==> src/rtl/i2c_pkg.sv <==
// Shared types and constants for the I2C slave receiver.
// State encoding, R/W bit position and ACK drive levels.
package i2c_pkg;

    typedef enum logic [2:0] {
        ST_IDLE,
        ST_ADDR,
        ST_ADDR_ACK,
        ST_DATA,
        ST_DATA_ACK,
        ST_IGNORE
    } i2c_state_e;

    localparam int   RW_BIT  = 0;
    localparam logic ACK_OE  = 1'b1;
    localparam logic NACK_OE = 1'b0;

    // Only writes to our own address are accepted.
    function automatic logic addr_match(input logic [7:0] b,
                                        input logic [6:0] a);
        return (b[7:1] == a) && (b[RW_BIT] == 1'b0);
    endfunction

endpackage

==> src/rtl/i2c_line_sync.sv <==
// Multi-flop synchroniser for one bus line with edge detection.
// Resets to the idle-high bus level so reset never fakes an edge.
module i2c_line_sync #(
    parameter int   STAGES  = 2,
    parameter logic RST_VAL = 1'b1
) (
    input  logic clk,
    input  logic rst_n,
    input  logic d,
    output logic level,
    output logic rise,
    output logic fall
);

    logic [STAGES-1:0] sync_q;
    logic              hist_q;

    always_ff @(posedge clk or negedge rst_n) begin
        if (!rst_n) begin
            sync_q <= {STAGES{RST_VAL}};
            hist_q <= RST_VAL;
        end else begin
            sync_q <= {sync_q[STAGES-2:0], d};
            hist_q <= sync_q[STAGES-1];
        end
    end

    assign level = sync_q[STAGES-1];
    assign rise  = level & ~hist_q;
    assign fall  = ~level & hist_q;

endmodule

==> src/rtl/i2c_slave_rx.sv <==
// I2C write-only slave receiver: START/STOP detect, address match,
// byte ACK and parallel byte output with a one-cycle valid strobe.
module i2c_slave_rx
    import i2c_pkg::*;
#(
    parameter logic [6:0] SLAVE_ADDR  = 7'h19,
    parameter int         SYNC_STAGES = 2
) (
    input  logic       CLK,
    input  logic       RST_N,
    input  logic       SCL,
    input  logic       SDA_IN,
    output logic       SDA_OE,
    output logic [7:0] DATA_OUT,
    output logic       DATA_VALID,
    output logic       ADDR_HIT,
    output logic       BUSY
);

    logic scl_lvl, scl_rise, scl_fall;
    logic sda_lvl, sda_rise, sda_fall;
    logic start, stop;

    i2c_line_sync #(.STAGES(SYNC_STAGES)) u_scl_sync (
        .clk   (CLK),
        .rst_n (RST_N),
        .d     (SCL),
        .level (scl_lvl),
        .rise  (scl_rise),
        .fall  (scl_fall)
    );

    i2c_line_sync #(.STAGES(SYNC_STAGES)) u_sda_sync (
        .clk   (CLK),
        .rst_n (RST_N),
        .d     (SDA_IN),
        .level (sda_lvl),
        .rise  (sda_rise),
        .fall  (sda_fall)
    );

    assign start = sda_fall & scl_lvl;
    assign stop  = sda_rise & scl_lvl;

    i2c_state_e state, state_nx;
    logic [2:0] cnt, cnt_nx;
    logic [7:0] shift, shift_nx;
    logic       full, full_nx;
    logic       hit_nx, busy_nx, dv_nx;
    logic [7:0] dout_nx;

    always_ff @(posedge CLK or negedge RST_N) begin
        if (!RST_N) begin
            state      <= ST_IDLE;
            cnt        <= 3'd0;
            shift      <= 8'h00;
            full       <= 1'b0;
            ADDR_HIT   <= 1'b0;
            BUSY       <= 1'b0;
            DATA_OUT   <= 8'h00;
            DATA_VALID <= 1'b0;
        end else begin
            state      <= state_nx;
            cnt        <= cnt_nx;
            shift      <= shift_nx;
            full       <= full_nx;
            ADDR_HIT   <= hit_nx;
            BUSY       <= busy_nx;
            DATA_OUT   <= dout_nx;
            DATA_VALID <= dv_nx;
        end
    end

    always_comb begin
        state_nx = state;
        cnt_nx   = cnt;
        shift_nx = shift;
        full_nx  = full;
        hit_nx   = ADDR_HIT;
        busy_nx  = BUSY;
        dout_nx  = DATA_OUT;
        dv_nx    = 1'b0;
        if (start) begin
            state_nx = ST_ADDR;
            cnt_nx   = 3'd0;
            shift_nx = 8'h00;
            full_nx  = 1'b0;
            hit_nx   = 1'b0;
            busy_nx  = 1'b1;
        end else if (stop) begin
            state_nx = ST_IDLE;
            cnt_nx   = 3'd0;
            shift_nx = 8'h00;
            full_nx  = 1'b0;
            hit_nx   = 1'b0;
            busy_nx  = 1'b0;
        end else begin
            unique case (state)
                ST_ADDR, ST_DATA: begin
                    // cnt parks at 7 once the byte is full; ACK entry wraps it
                    if (scl_rise && !full) begin
                        shift_nx = {shift[6:0], sda_lvl};
                        if (cnt == 3'd7) begin
                            full_nx = 1'b1;
                            if (state == ST_DATA) begin
                                dout_nx = shift_nx;
                                dv_nx   = 1'b1;
                            end
                        end else begin
                            cnt_nx = cnt + 3'd1;
                        end
                    end else if (scl_fall && full) begin
                        full_nx = 1'b0;
                        cnt_nx  = 3'd0;
                        if (state == ST_DATA) begin
                            state_nx = ST_DATA_ACK;
                        end else if (addr_match(shift, SLAVE_ADDR)) begin
                            state_nx = ST_ADDR_ACK;
                            hit_nx   = 1'b1;
                        end else begin
                            state_nx = ST_IGNORE;
                        end
                    end
                end
                ST_ADDR_ACK, ST_DATA_ACK: begin
                    if (scl_fall) begin
                        state_nx = ST_DATA;
                        shift_nx = 8'h00;
                    end
                end
                default: ;
            endcase
        end
    end

    always_comb begin
        SDA_OE = NACK_OE;
        if (state == ST_ADDR_ACK || state == ST_DATA_ACK)
            SDA_OE = ACK_OE;
    end

endmodule

==> config.mk <==
export PLATFORM = sky130hd
export DESIGN_NAME = i2c_slave_rx
export DESIGN_NICKNAME = d
export VERILOG_FILES = /design/src/rtl/i2c_pkg.sv /design/src/rtl/i2c_line_sync.sv /design/src/rtl/i2c_slave_rx.sv
export SDC_FILE = /design/constraint.sdc
export NUM_CORES = 1
export LEC_CHECK = 0
export ABC_AREA = 1
export ABC_CLOCK_PERIOD_IN_PS = 2200
export CAP_MARGIN = 20
export CORE_ASPECT_RATIO = 1.1
export CORE_MARGIN = 5
export CORE_UTILIZATION = 34
export DETAILED_ROUTE_END_ITERATION = 6
export GPL_TIMING_DRIVEN = 0
export PLACE_DENSITY = 0.59
export SLEW_MARGIN = 0
export SYNTH_ARGS = -nofsm -noshare
export SYNTH_HDL_FRONTEND = slang
export SYNTH_HIERARCHICAL = 1
export SYNTH_SLANG_ARGS = --single-unit
==> constraint.sdc <==
create_clock -name CLK -period 2.2 [get_ports CLK]
set_clock_uncertainty 0.2 [all_clocks]
set_input_delay 0.22 -clock CLK [delete_from_list [all_inputs] [get_ports CLK]]
set_output_delay 0.22 -clock CLK [all_outputs]
set_load 0.005 [all_outputs]
### Word level (Yosys, flattened, before mapping)

Index checks and enable logic that the tools add are counted.

* output and inout port bits: 12
* bits of input ports: 4
* logic and storage cells: 100
* register bits: 32

* muxes and demuxes: 41
* reduce and logical (&&, ||, !) cells: 19
* bitwise logic cells: 13
* eq/ne operators: 14
* add/subtract/negate cells: 1

Operator list (number)
* $mux 3: 13
* $mux 8: 4
* $mux 1: 22
* $ne 4x4->1 const B: 5
* $pmux 8 s2: 1
* $reduce_and 3->1: 3
* $reduce_bool 3->1: 3
* $reduce_bool 4->1: 2
* $eq 7x5->1 const B: 1
* $not 1->1: 7
* $and 1x1->1: 6
* $eq 3x2->1 const B: 2
* $eq 3x3->1 const B: 2
* $ne 3x3->1 const B: 2
* $pmux 3 s2: 1
* $reduce_and 6->1: 1
* $reduce_and 5->1: 1
* $ne 4x3->1 const B: 1
* $reduce_and 4->1: 1
* $reduce_or 2->1: 2
* $add 3x1->3 const B: 1
* $eq 3x1->1 const B: 1
* $logic_and 1x1->1: 3
* $reduce_bool 2->1: 1
* other kinds (2): 2

### Logic depth before layout (Yosys ltp)

Gate-level depths: netlist (run 1).

* word-level depth: 9
* depth in mapped cells: 11
* mapped depth without buffers: 11

### Cells and area by module

Netlist (run 1), hierarchy kept.

Modules (own cells, without submodules)
* i2c_slave_rx: instances 1, cells each 158, area an instance 1321.3 um2, sequential area each 650.6 um2
* i2c_line_sync: instances 2, cells each 7, area an instance 93.8 um2, sequential area each 78.8 um2

### Worst setup path before layout (run 1)

Ideal clock, no wire load.

* path kind: reg-to-reg
* from: register u_sda_sync.sync_q[1]
* to: register shift[6]
* path buffers: 1
* slack: 0.484 ns
* data arrival time: 1.399 ns
* library setup time: 0.117 ns
* cell stages (with the launch flop): 11
* clock period less this slack: 1.716 ns
* required time: 1.883 ns
* cells stage by stage: dfstp_2 > inv_1 > nor2_1 > nand2_1 > nand2_4 > o21ai_2 > nand2_4 > nand2_4 > buf_8 > nand2_2 > o21ai_2

* elaborated cells between the ends (all ways): 11
* those cells by class: eq/ne (2); mux (2); bitwise (5); reduce/logical (2)

RTL lines
* start, declared: RTL line i2c_line_sync.sv:15 `logic [STAGES-1:0] sync_q;`
* start signal, assigned: RTL line i2c_line_sync.sv:20 `sync_q <= {STAGES{RST_VAL}};`
* start signal, assigned: RTL line i2c_line_sync.sv:23 `sync_q <= {sync_q[STAGES-2:0], d};`
* $and 1x1->1 *: RTL line i2c_line_sync.sv:29 `assign rise = level & ~hist_q;`
* named net sda_rise: RTL line i2c_slave_rx.sv:21 `logic sda_lvl, sda_rise, sda_fall;`
* $and 1x1->1 *: RTL line i2c_slave_rx.sv:43 `assign stop = sda_rise & scl_lvl;`
* $ne 4x4->1 (no source line) (tied with other cells)
* $reduce_and 3->1 (no source line) / $mux 8 (equally long branches)
* end signal, assigned: RTL line i2c_slave_rx.sv:65 `shift <= shift_nx;`
* end, declared: RTL line i2c_slave_rx.sv:47 `logic [7:0] shift, shift_nx;`

The timed path passes the listed nets; every way through them passes the cells marked *.
A chain may end at the register's enable or synchronous reset.

### Worst setup path in the final report (run 1)

* from: register state[1]
* to: output port SDA_OE

* word-level cells in the longest chain between the ends: 3
* elaborated cells between the ends (all ways): 4
* those cells by class: eq/ne (2); mux (1); reduce/logical (1)

Ends and longest elaborated chain
* start, declared: RTL line i2c_slave_rx.sv:45 `i2c_state_e state, state_nx;`
* start signal, assigned: RTL line i2c_slave_rx.sv:63 `state <= state_nx;`
* $eq 3x2->1 / $eq 3x3->1 (equally long branches): RTL line i2c_slave_rx.sv:138 `if (state == ST_ADDR_ACK || state == ST_DATA_ACK)`
* $logic_or 1x1->1 *: RTL line i2c_slave_rx.sv:138
* $mux 1 *: RTL line i2c_slave_rx.sv:138
* end, declared: RTL line i2c_slave_rx.sv:13 `output logic SDA_OE,`

Mark *: on every way between the ends. The rest lies on a longest branch, timed or not.

==> metrics.csv, run 1 <==
stage;metric;value;unit
worst_setup_path;worst reg2reg path startpoint;u_sda_sync/sync_q[1]$_DFF_PN1_;
synthesis;cell taking the most area after synthesis;dfrtp_1;
run;# Max-Cap Violations;0;
power;Leak;0.896;nW
outcome;outcome;completed;
synthesis;largest family of logic cells by synthesized area;simple AND/OR/NAND/NOR gates;
synthesis;simple-gate portion of the synthesized area;0.292;
sta;Final Hold Viols;0;
cells_and_area;Final Instance Area;1810;um2
worst_hold_path;Hold Path Cell Cnt;1;
worst_setup_path;Reg2Reg Depth;9;
worst_setup_path;Reg-to-Reg End;state[1]$_DFFE_PN0P_;
worst_setup_path;FF-to-FF setup slack;290;ps
place;GPL Wtd Cong;0.766;
die;Core Region;4290;um2
clock_tree;# hold bufs at CTS;1;
sta;fin crit period;1920;ps
synthesis;Mapped Nets;178;
synthesis;Post-Synth Adder-Cell Area;0.0166;
clock_tree;TritonCTS clock tree;built;
synthesis;number of synthesized flops with an enable pin;0;
global_route;global route overflow;0;
clock_tree;postcts setup bufs;0;
synthesis;yosys warns;6;
synthesis;fraction of registers with async set/reset;1.00;
synthesis;Yosys reg bits;32;
synthesis;Post-Synth XOR/XNOR Area;0;
sta;Max Clk Rate;522;MHz
global_route;global-route wire length before repair;5750;um
cells_and_area;fillers;421;
worst_hold_path;Min-Delay Path Class;primary input to flop;
clock_tree;number of CTS-inserted buffers;5;
clock_tree;clock-pin slew on the worst setup and hold paths;60;ps
drt;# DRC;0;
cells_and_area;antenna cell count;0;
power;P_int;1.16;mW
clock_tree;H-tree Lvls;2;
die;die area;5870;um2
synthesis;top post-synthesis cells by area;dfrtp_1 (43%), nand2_1 (16%), dfstp_2 (10%);
cells_and_area;share of layout cells above drive strength 1;0.189;
synthesis;Synth Instances;172;
place;HPWL after detailed placement;2170;um
clock_tree;Clock Sinks;32;
sta;Slew Limit Fails;0;
drt;Routed Antenna Nets;0;
cells_and_area;Area Growth Syn to Fin;20.1;%
power;Flop pwr share;0.410;
power;PD cells;1030;nW/um2
sta;Worst-Margin Slew;688;ps
synthesis;post-synthesis mux area share;0;
worst_setup_path;startpoint types;flop;
sta;Final Cycle Share;0.871;
synthesis;mapped cell area;1510;um2
drt;1st-pass router iterations;4;
drt;detailed-route wire length per cell;12.1;um
power;power share of the clock group;0.228;
clock_tree;Clock Path Buffers;2;
clock_tree;CTS Root Cell;clkbuf_8;
die;Die X;73.5;um
place;dpl cell area;1720;um2
global_route;initial antenna violation count;0;
die;Die Y-Extent;79.9;um
synthesis;Mean Syn Cell Area;8.77;um2
drt;vias per std cell;4.55;
clock_tree;post-CTS resize count;0;
sta;RSZ-0062 raised after global routing;no;
synthesis;register area share after synthesis;0.536;
synthesis;Yosys top cell area share;0.431;
cells_and_area;Multi-input gate area;607;um2
clock_tree;worst skew pair latency;290;ps
die;row cnt;25;
die;Initial Util;0.352;
place;port buffer count;15;
sta;post-route setup TNS;0;ps
worst_hold_path;Worst Hold Path EP;u_scl_sync/sync_q[0]$_DFF_PN1_;
sta;Setup violations, final;0;
global_route;largest net degree at the start of global routing;33;
power;Comb power frac;0.362;
die;I/O pins;16;
synthesis;Synth Flop Type;dfrtp_1;
power;peak supply drop;0.000443;V
drt;Via Count;1138;
drt;DRT iter0 DRCs;42;
global_route;vias in the first global route;1198;
worst_hold_path;Min-Delay Startpoint;SCL;
worst_setup_path;Setup crit end kind;output port;
power;Sw Share;0.383;
worst_setup_path;critical path class;flop to output port;
worst_setup_path;worst endpoint data arrival time;1500;ps
synthesis;complex-gate fraction of the synthesized area;0.0937;
synthesis;Yosys cell types;21;
worst_setup_path;critical-path maximum fanout;4;
cells_and_area;Layout Nets;201;
power;P_sw;0.716;mW
drt;WL final;3020;um
global_route;GR Util All Layers;0.129;
sta;Max-slew headroom;0.541;
cells_and_area;Reg area;808;um2
worst_setup_path;Critical Path RT;1780;ps
critical path, cell delays in order (launching register included):
cell             delay, ps
dfrtp_1                400
inv_1                   90
nand3_1                 80
nand2_2                140
clkdlybuf4s50_1        520
worst max path at each step:
stage | startpoint | endpoint | slack, ps
2_1_floorplan | u_sda_sync/sync_q[1]$_DFF_PN1_ | shift[6]$_DFFE_PN0P_ | 480
3_3_place_gp | RST_N | shift[7]$_DFFE_PN0P_ | 80
3_5_place_dp | u_sda_sync/sync_q[1]$_DFF_PN1_ | DATA_OUT[3]$_DFFE_PN0P_ | 270
4_1_cts | state[1]$_DFFE_PN0P_ | SDA_OE | 260
5_1_grt | u_sda_sync/sync_q[1]$_DFF_PN1_ | cnt[0]$_DFFE_PN0P_ | 60
6_report | state[1]$_DFFE_PN0P_ | SDA_OE | 280
layout make-up:
cell class	count	area share
Sequential cell	32	0.446
Multi-Input combinational cell	119	0.335
Timing Repair Buffer	16	0.0856
Clock buffer	7	0.0421
Inverter	19	0.0407
Tap cell	54	0.0373
Buffer	2	0.0110
Clock inverter	1	0.00276
cells in the mapped netlist, types with 2 or more instances:
master / count
o21ai_2: 9
ha_1: 2
nor2_1: 11
o21ai_0: 4
inv_1: 18
nand3_1: 7
o21ai_1: 6
nand2_1: 64
nand4_1: 2
dfrtp_1: 26
nand2_2: 3
nand2_4: 4
nand3_2: 3
dfstp_2: 6
metrics by stage:
stage	hold WS, ps	worst slack (ps)	total power, mW	util	cells
floorplan	-276	484	1.30	-	172
detailed placement	113	268	1.47	0.402	241
global placement	146	77.9	1.45	0.403	241
CTS	133	258	1.91	0.423	250
finish	148	283	1.87	0.423	250
global route	133	55.8	2.04	0.423	250
placed cells by master (no fill, tap or decap):
cell type        count
nand2_1             64
dfrtp_1             26
inv_1               18
clkdlybuf4s50_1     14
nor2_1              11
o21ai_2              9
nand3_1              7
o21ai_1              6
dfstp_2              6
clkbuf_8             5
nand2_4              4
o21ai_0              4
nand2_2              3
nand3_2              3
buf_2                2
nand4_1              2
ha_1                 2
clkbuf_1             2
nor2_4               1
nor2_2               1
inv_4                1
buf_8                1
a21boi_0             1
a21oi_1              1
clkinv_2             1
dlygate4sd3_1        1
logic make-up (layout without fill, tap and decap cells):
kind of cell / count (synthesis) / count (layout)
compound gates: 21 / 21
fa+ha+maj: 2 / 2
simple gates: 96 / 96
flops: 32 / 32
buf+inv: 21 / 45
flip-flops by register name (all words and copies together), names as in the netlist:
register / cells
u_sda_sync/sync_q: 2
full: 1
cnt: 3
u_scl_sync/hist_q: 1
u_sda_sync/hist_q: 1
DATA_OUT: 8
BUSY: 1
shift: 8
DATA_VALID: 1
ADDR_HIT: 1
state: 3
u_scl_sync/sync_q: 2
per-layer routing:
metal,GRT usage,vias to the layer above,routed length (um)
met3,0.0365,4,117
met5,0,-,0
met2,0.199,21,1420
met4,0.0652,0,46
met1,0.162,527,1430
li1,-,586,-
power by group through the flow:
stage / combinational, mW / sequential (mW) / clock (mW)
floorplan: 0.539 / 0.757 / 0
global placement: 0.676 / 0.777 / 0
detailed placement: 0.688 / 0.778 / 0
CTS: 0.692 / 0.769 / 0.446
global route: 0.779 / 0.785 / 0.474
finish: 0.677 / 0.768 / 0.427
(Power assumes the default switching activity.)
==> run 2: changes to the inputs <==
CAP_MARGIN = 10   (was 20)
DONT_BUFFER_PORTS = 1   (was default)
PLACE_DENSITY = 0.54   (was 0.59)
==> run 2 against run 1 <==
Against the previous run:
- count of clock-buffer cells in the layout is 2 lower
- global-route usage is 0.99 points lower
- power up 6.5%
- worst setup slack worse by 12 ps
- register-to-register slack worse by 20 ps
- wire length increased by 2.9%
- worst hold slack better by 3.7 ps
- first-iteration DRC count increased by 45%
- sequential power is essentially flat
==> metrics.csv, run 2 (synthesis gave the netlist of run 1 again) <==
stage;metric;value;unit
die;Initial Util;0.352;
sta;Worst-Margin Slew;367;ps
die;Core Region;4290;um2
place;port buffer count;0;
sta;fin crit period;1930;ps
drt;1st-pass router iterations;5;
clock_tree;Clock Path Buffers;2;
drt;Via Count;1116;
die;I/O pins;16;
drt;top sig layer;met4;
place;pre-CTS WS;289;ps
drt;Routed Antenna Nets;0;
cells_and_area;Largest regs;DATA_OUT x8, shift x8;
cells_and_area;final core occ;0.406;
power;peak supply drop;0.000518;V
die;Die X;73.5;um
sta;post-route setup TNS;0;ps
worst_setup_path;startpoint types;flop;
sta;Setup violations, final;0;
sta;Slew Limit Fails;0;
worst_hold_path;Min-Delay Startpoint;u_scl_sync/sync_q[0]$_DFF_PN1_;
global_route;global-route wire length before repair;5380;um
global_route;GR Util All Layers;0.119;
clock_tree;clock-pin slew on the worst setup and hold paths;70;ps
global_route;initial antenna violation count;0;
drt;# DRC;0;
die;row cnt;25;
sta;Max-slew headroom;0.754;
cells_and_area;antenna cell count;0;
die;die area;5870;um2
sta;Final Cycle Share;0.877;
worst_setup_path;critical path class;flop to flop;
place;HPWL after detailed placement;2240;um
run;# Max-Cap Violations;0;
sta;Max Clk Rate;518;MHz
worst_setup_path;worst endpoint data arrival time;1940;ps
clock_tree;TritonCTS clock tree;built;
clock_tree;post-CTS resize count;0;
cells_and_area;Area Growth Syn to Fin;15.2;%
sta;post-route setup slack;271;ps
drt;Met1 Wirelength;1330;um
worst_setup_path;critical-path maximum fanout;10;
drt;DRT iter0 DRCs;61;
worst_setup_path;Setup crit end kind;flop;
outcome;outcome;completed;
global_route;largest net degree at the start of global routing;33;
cells_and_area;share of layout cells above drive strength 1;0.212;
worst_setup_path;Critical Path RT;2210;ps
sta;Final Hold Viols;0;
power;PD cells;1150;nW/um2
clock_tree;H-tree Lvls;2;
die;Die Y-Extent;79.9;um
worst_setup_path;worst reg2reg path startpoint;u_sda_sync/sync_q[1]$_DFF_PN1_;
power;Leak;0.873;nW
global_route;vias in the first global route;1156;
drt;met3 routed wirelength;126;um
cells_and_area;Layout Nets;189;
cells_and_area;commonest non-fill, non-tap cell in the layout;nand2_1;
global_route;global route overflow;0;
sta;RSZ-0062 raised after global routing;no;
drt;vias per std cell;4.69;
clock_tree;CTS Root Cell;clkbuf_8;
drt;WL final;3100;um
clock_tree;postcts setup bufs;0;
clock_tree;worst skew pair latency;280;ps
clock_tree;number of CTS-inserted buffers;5;
place;GPL Wtd Cong;0.924;
drt;detailed-route wire length per cell;13.0;um
clock_tree;Clock Sinks;32;
worst_setup_path;Crit. Startpoint;u_sda_sync/sync_q[1]$_DFF_PN1_;
drt;met2 wire length;1590;um
cells_and_area;commonest non-fill, non-tap cells in the layout;nand2_1 (64), dfrtp_1 (26), inv_1 (18);
worst_hold_path;Min-Delay Path Class;flop to flop;
run 2: cell count changes in the layout (fill, tap and decap cells not counted), sizes merged:
cell	before	now
clkdlybuf4s50	14	0
dlygate4sd3	1	3
clkbuf	7	5
bufinv	0	1
clkinvlp	0	1
run 2: layout make-up:
cell class	count	area (um2)
inverters	19	73.8
multi-input cells	119	607
repair buffers	4	50.0
well taps	54	67.6
plain buffers	2	20.0
fillers	426	2550
clock inverters	3	42.5
clock buffers	5	68.8
flip-flops and latches	32	808
run 2: per-layer routing:
metal,vias to the layer above,global-route usage
met4,0,0.0489
met1,532,0.136
met3,6,0.0378
met2,18,0.201
met5,-,0
li1,560,-
run 2: per-stage QoR:
step / hold slack, ps / std cells / power [mW] / instance area, um2
after floorplan: -276 / 172 / 1.30 / 1510
after global placement: -274 / 226 / 1.40 / 1580
after detailed placement: -274 / 226 / 1.42 / 1580
after CTS: 158 / 238 / 2.01 / 1740
after global routing: 161 / 238 / 2.13 / 1740
final: 152 / 238 / 1.99 / 1740
run 2: path summary, 6_finish.rpt:
path / end / slack [ps] / depth (start not counted)
setup / recovery: shift[6]$_DFFE_PN0P_ / 270 / 9
max in group asynchronous: u_scl_sync/sync_q[0]$_DFF_PN1_ / 1380 / 2
hold reg to reg: u_scl_sync/sync_q[1]$_DFF_PN1_ / 150 / 0
min in group asynchronous: full$_DFFE_PN0P_ / 170 / 2
hold / removal: u_scl_sync/sync_q[1]$_DFF_PN1_ / 150 / 0
setup reg to reg: shift[6]$_DFFE_PN0P_ / 270 / 9
run 2: critical path, stage by stage, from the launching register on:
cell     delay (ps)
dfstp_2         580
nor2_1           70
o21ai_1         310
nand3_2         170
nand2_4         110
nand2_4          50
nand2_4         100
buf_8           160
nand2_2          60
o21ai_2          50
run 2: what timing repair did:
item / in CTS / in global routing
endpoints found under the hold margin: 34 / 0
hold buffers: 4 / 0
endpoints found under the setup margin: 0 / 0
run 2: where the power goes:
part	switching (mW)	internal (mW)	leakage [nW]
combinational	0.434	0.227	0.403
clock	0.226	0.335	0.0541
sequential	0.0829	0.688	0.416
